==> config.mk <==
export PLATFORM = sky130hd
export DESIGN_NAME = fetch
export DESIGN_NICKNAME = d
export VERILOG_FILES = /design/src/rtl/fetch.sv
export SDC_FILE = /design/constraint.sdc
export NUM_CORES = 1
export LEC_CHECK = 0
export BUFFER_PORTS_ARGS = -buffer_cell sky130_fd_sc_hd__buf_2
export CAP_MARGIN = 40
export CORE_ASPECT_RATIO = 1.25
export CORE_UTILIZATION = 49
export DETAILED_ROUTE_END_ITERATION = 8
export MAX_ROUTING_LAYER = met4
export PLACE_DENSITY_LB_ADDON = 0.08
export SLEW_MARGIN = 20
export SYNTH_ARGS = -nofsm -noshare
export SYNTH_HDL_FRONTEND = slang
export SYNTH_SLANG_ARGS = --single-unit
==> constraint.sdc <==
create_clock -name clk -period 2.05 [get_ports clk]
set_input_delay 0.205 -clock clk [delete_from_list [all_inputs] [get_ports clk]]
set_output_delay 0.205 -clock clk [all_outputs]
set_load 0.1 [all_outputs]
==> src/rtl/fetch.sv <==
// Instruction fetch stage: owns the fetch PC, issues single-outstanding word
// reads over imem_req/imem_ack, and feeds insn/pc/valid_insn to decode.
//
// Ports:
//   clk, reset       clock and synchronous active-high reset
//   stall            decode cannot accept this cycle
//   redirect         one-cycle taken branch/jump pulse
//   redirect_pc      new fetch address (bit 0 = MSB, low two bits ignored)
//   imem_req/addr    registered read request toward instruction memory
//   imem_ack/data    memory response, sampled only while imem_req is high
//   insn/pc/valid_insn  registered instruction bundle toward decode
module fetch #(
  parameter logic [0:31] RESET_PC = 32'h80020000
) (
  input  logic        clk,
  input  logic        reset,
  input  logic        stall,
  input  logic        redirect,
  input  logic [0:31] redirect_pc,
  output logic        imem_req,
  output logic [0:31] imem_addr,
  input  logic        imem_ack,
  input  logic [0:31] imem_data,
  output logic [0:31] insn,
  output logic [0:31] pc,
  output logic        valid_insn
);

  typedef enum logic [1:0] {
    IDLE,
    REQ,
    HOLD,
    FLUSH
  } state_e;

  state_e      state_q, state_d;
  logic [0:31] fetch_pc_q, fetch_pc_d;
  logic        req_q, req_d;
  logic [0:31] addr_q, addr_d;
  logic [0:31] insn_q, insn_d;
  logic [0:31] pc_q, pc_d;
  logic        valid_q, valid_d;
  logic [0:31] buf_insn_q, buf_insn_d;
  logic [0:31] buf_pc_q, buf_pc_d;
  logic        buf_valid_q, buf_valid_d;

  logic        ack;
  logic        accept;
  logic [0:31] tgt;
  logic [0:31] pc_inc;
  logic        unused_lsbs;

  assign ack         = req_q && imem_ack;
  assign accept      = valid_q && !stall;
  assign tgt         = {redirect_pc[0:29], 2'b00};
  assign pc_inc      = fetch_pc_q + 32'd4;
  assign unused_lsbs = ^redirect_pc[30:31];

  always_comb begin
    state_d     = state_q;
    fetch_pc_d  = fetch_pc_q;
    req_d       = req_q;
    addr_d      = addr_q;
    insn_d      = insn_q;
    pc_d        = pc_q;
    valid_d     = valid_q;
    buf_insn_d  = buf_insn_q;
    buf_pc_d    = buf_pc_q;
    buf_valid_d = buf_valid_q;

    unique case (state_q)
      IDLE: begin
        state_d = REQ;
        req_d   = 1'b1;
        if (redirect) begin
          fetch_pc_d = tgt;
          addr_d     = tgt;
          valid_d    = 1'b0;
          buf_valid_d = 1'b0;
        end else begin
          addr_d = fetch_pc_q;
        end
      end

      REQ: begin
        if (redirect) begin
          fetch_pc_d  = tgt;
          valid_d     = 1'b0;
          buf_valid_d = 1'b0;
          if (ack) begin
            // Response lands with the redirect: drop it, go straight on.
            addr_d = tgt;
          end else begin
            // Outstanding read cannot be withdrawn; wait it out at old addr.
            state_d = FLUSH;
          end
        end else if (ack) begin
          fetch_pc_d = pc_inc;
          if (!valid_q || accept) begin
            insn_d  = imem_data;
            pc_d    = addr_q;
            valid_d = 1'b1;
            addr_d  = pc_inc;
          end else begin
            // Output is blocked: park the word and stop requesting.
            buf_insn_d  = imem_data;
            buf_pc_d    = addr_q;
            buf_valid_d = 1'b1;
            state_d     = HOLD;
            req_d       = 1'b0;
          end
        end else if (accept) begin
          valid_d = 1'b0;
        end
      end

      HOLD: begin
        if (redirect) begin
          fetch_pc_d  = tgt;
          valid_d     = 1'b0;
          buf_valid_d = 1'b0;
          state_d     = REQ;
          req_d       = 1'b1;
          addr_d      = tgt;
        end else if (accept) begin
          insn_d      = buf_insn_q;
          pc_d        = buf_pc_q;
          valid_d     = 1'b1;
          buf_valid_d = 1'b0;
          state_d     = REQ;
          req_d       = 1'b1;
          addr_d      = fetch_pc_q;
        end
      end

      FLUSH: begin
        if (redirect) begin
          fetch_pc_d = tgt;
        end
        if (ack) begin
          state_d = REQ;
          addr_d  = redirect ? tgt : fetch_pc_q;
        end
      end

      default: begin
        state_d = IDLE;
        req_d   = 1'b0;
      end
    endcase
  end

  always_ff @(posedge clk) begin
    if (reset) begin
      state_q     <= IDLE;
      fetch_pc_q  <= RESET_PC;
      req_q       <= 1'b0;
      addr_q      <= '0;
      insn_q      <= '0;
      pc_q        <= '0;
      valid_q     <= 1'b0;
      buf_insn_q  <= '0;
      buf_pc_q    <= '0;
      buf_valid_q <= 1'b0;
    end else begin
      state_q     <= state_d;
      fetch_pc_q  <= fetch_pc_d;
      req_q       <= req_d;
      addr_q      <= addr_d;
      insn_q      <= insn_d;
      pc_q        <= pc_d;
      valid_q     <= valid_d;
      buf_insn_q  <= buf_insn_d;
      buf_pc_q    <= buf_pc_d;
      buf_valid_q <= buf_valid_d;
    end
  end

  assign imem_req   = req_q;
  assign imem_addr  = addr_q;
  assign insn       = insn_q;
  assign pc         = pc_q;
  assign valid_insn = valid_q;

endmodule

==> flow_metrics.py <==
metrics = {
    "run_status": {
        "status": "finished, violations left",
        "violations": "negative setup slack",
    },
    "routing": {
        "post_drt_wl_per_cell_um": 16.1,
        "wl_mm": 23.7,
        "via_per_inst": 5.46,
        "drc": 0,
        "drtAntennaViolNets": 0,
        "vias": 8051,
        "first_pass_iters": 4,
        "drt_iter0_drc": 435,
    },
    "sta": {
        "rsz0062_at_grt": "true",
        "worst_slack_ns": -0.0508,
        "period_share_pct": 102,
        "hold_violations": 0,
        "relSlewSlack_pct": 57.2,
        "worstMarginPinSlew_ns": 0.642,
        "period_minus_slack_ns": 2.10,
        "max_freq_mhz": 476,
        "finClkSkew_ns": 0.0124,
        "finalMaxSlewViolations": 0,
        "setup_viol": 7,
    },
    "final_layout": {
        "fin_util_pct": 65.9,
        "layout-drive-gt1-share_pct": 28.6,
        "multiInputGateArea_um2": 4670,
        "fillers": 1497,
        "seqCellArea_um2": 3940,
        "antennaDiodeCount": 0,
        "finalNetCount": 1311,
        "area_growth_pct": 32.0,
    },
    "worst_setup_path": {
        "cp_slowest_cell": "or4_4",
        "cp_top_family": "simple AND/OR/NAND/NOR gates",
        "crit_chain": "nand3_2 -> or4_4 -> buf_8 -> or4_1 -> and3_4 -> o21ai_1",
        "cp.arrival_ns": 2.47,
        "critPathBufInv": 1,
        "start_kind": "flop",
        "crit_fanout": 7,
        "max_stage_delay_ns": 0.58,
        "cp-end-kind": "flop",
        "path_class": "reg -> reg",
        "worst-endpoint-required_ns": 2.42,
    },
    "die": {
        "num_rows": 54,
        "start_util_pct": 49.9,
        "die_area_um2": 18300,
        "dieHeight_um": 151,
        "die_w_um": 121,
        "coreArea_um2": 17400,
        "ios": 167,
    },
    "clocking": {
        "postCtsHoldBufs": 0,
        "cts.sinks": 196,
        "root_buffer": "clkbuf_16",
        "insertion_delay_ns": 0.43,
        "h-tree-depth": 4,
        "clkSlewWorstSetupHoldPaths_ns": 0.08,
        "numCtsBuffers": 17,
        "clock_path_buffers": 2,
        "cts_tree": "done",
    },
    "logic_synthesis": {
        "synth_nets": 1120,
        "synth_area_per_cell_um2": 8.32,
        "ys_seq_area_share_pct": 45.1,
        "syn_area_um2": 8710,
        "synth_ff_type": "dfxtp_1",
        "synth.distinct_cells": 60,
        "ys_async_sr_fraction_pct": 0,
        "ys_ff_latch": 196,
        "yosys_warnings": 0,
        "postSynthCellCount": 1046,
        "synth-edff-count": 0,
    },
    "place": {
        "pre_cts_ws_ns": -0.0678,
        "detailed_place_hpwl_mm": 15.1,
        "io_buffers": 164,
        "gp_congestion": 0.841,
    },
    "power": {
        "leakage_nw": 4.47,
        "total_power_mw": 10.8,
        "ir_worst_vdd_mv": 0.527,
        "p_per_area_nw_per_um2": 938,
    },
    "grt": {
        "grt_max_degree": 65,
        "grt_pass1_wl_mm": 35.5,
        "grt_pass1_vias": 7036,
        "antenna_found_initial": 0,
        "overflow": 0,
        "track_usage_pct": 25.3,
    },
    "hold_path": {
        "min_path_type": "in -> reg",
    },
    "run": {
        "cap_violations": 0,
    },
}
## synthesized netlist by cell type, types with 2 or more instances
cell type  number  area [µm²]
nor2b_1         4        25.0
xnor2_1        12         105
and2_1          4        25.0
a21oi_1       105         526
nor3_1         13        65.1
ha_1            5        62.6
o21ai_1         5        25.0
xor2_1          7        61.3
nand2b_1       12        75.1
a211oi_1       67         503
a31o_2          5        43.8
nor4_1          7        43.8
clkbuf_1       70         263
inv_1          16        60.1
or3_1           2        12.5
a31oi_1         5        31.3
nor4_2          4        50.1
o211a_1         3        30.0
o31ai_1         7        52.6
or4_1          10        75.1
mux2i_1        67         671
o21ai_0        15        75.1
o32ai_1         2        17.5
nand4b_1        2        17.5
dfxtp_1       196        3920
o311ai_0        3        26.3
buf_2           5        25.0
nand4_1         8        50.1
o211ai_1        7        52.6
nand3_1        24         120
o31a_1          3        26.3
and3_1         12        75.1
nor2_1         79         297
nand2_1       205         769
a311oi_1        3        26.3
mux2_2          2        22.5
o21a_1         11        82.6
o41ai_1         3        26.3
a21boi_1        3        22.5
buf_1          13        48.8
## repair_timing
item / CTS / global route
gates resized for setup: 12 / 48
buffers inserted: 5 / 11
endpoints found under the setup margin: 14 / 87
pin swaps: 0 / 17
gates cloned: 1 / 8
## layout by cell type, fill, tap and decap left out, drive strengths merged, types with 4 or more instances in the layout
master  netlist  routed
and3         12      12
o211ai        7       7
a21oi       105     105
xor2          7       7
inv          16      24
mux2i        67      67
nand3        25      25
o21ai        20      20
or4          10      10
dfxtp       196     196
nand4         8       8
nor4         12      12
xnor2        12      12
nor3         14      14
o31ai         7       7
a211oi       67      67
clkbuf       70      27
a31o          5       5
nand2       205     205
nand2b       12      12
buf          19     253
and2          4       4
a21boi        4       4
o21a         11      11
nor2b         4       4
ha            5       5
nor2         79      79
a31oi         5       5
## through the flow
stage	setup TNS (ns)	area, µm²	hold WS (ns)	instances
global placement	-0.117	10300	0.441	1418
detailed placement	-0.348	10300	0.446	1418
CTS	-0.0969	11000	0.00407	1456
global route	-1.39	11500	0.00652	1474
floorplan	0	8770	0.341	1046
finish	-0.118	11500	0.0171	1474
## sequential cells by signal (all words and copies together) (netlist names)
register,flops
valid_insn,1
imem_addr,32
pc,32
buf_insn_q,32
buf_pc_q,32
imem_req,1
state_q,2
fetch_pc_q,32
insn,32
## layout make-up
type                       count  share of cell area [%]
timing repair buffer         261                    16.6
clock buffer                  19                    3.94
inverter                      16                   0.523
tap                          224                    2.44
sequential                   196                    34.3
multi-input combinational    745                    40.6
clock inverter                13                    1.59
## final timing paths
kind,startpoint,end,slack (ns),depth (start not counted)
max,fetch_pc_q[19],imem_addr[1],-0.05,6
min,imem_data[3],buf_insn_q[3],0.02,3
max reg2reg,fetch_pc_q[19],imem_addr[1],-0.05,6
min reg2reg,buf_insn_q[9],buf_insn_q[9],0.45,2
## worst min-delay path: cells and delay by family
family / cells / cell delay, ns
and+or+nand+nor: 1 / 0.05
AOI/OAI and AO/OA: 1 / 0.05
buffers and inverters: 1 / 0.10
## per-layer routing
layer / vias to the layer above / track usage, % / part of all wire, %
met5: - / - / 0
met2: 164 / 40.8 / 48
met3: 23 / 3.50 / 3.7
li1: 4067 / - / -
met1: 3797 / 32.7 / 47
met4: 0 / 8.21 / 1.5
## cells by family after synthesis
kind of cell	Yosys count	share of synthesized area [%]
and+or+nand+nor	391	20.2
AOI/OAI and AO/OA	261	19.4
DFF	196	45.1
buffers and inverters	105	4.69
muxes	69	7.96
xor gates and xnor gates	19	1.91
adders and majority gates	5	0.719
## where the power goes
part	internal [mW]	total, mW	switching [mW]
clock	2.03	3.61	1.57
combinational	0.892	2.95	2.06
sequential	4.03	4.21	0.189
Note: power is estimated with default switching activity, not from simulation.
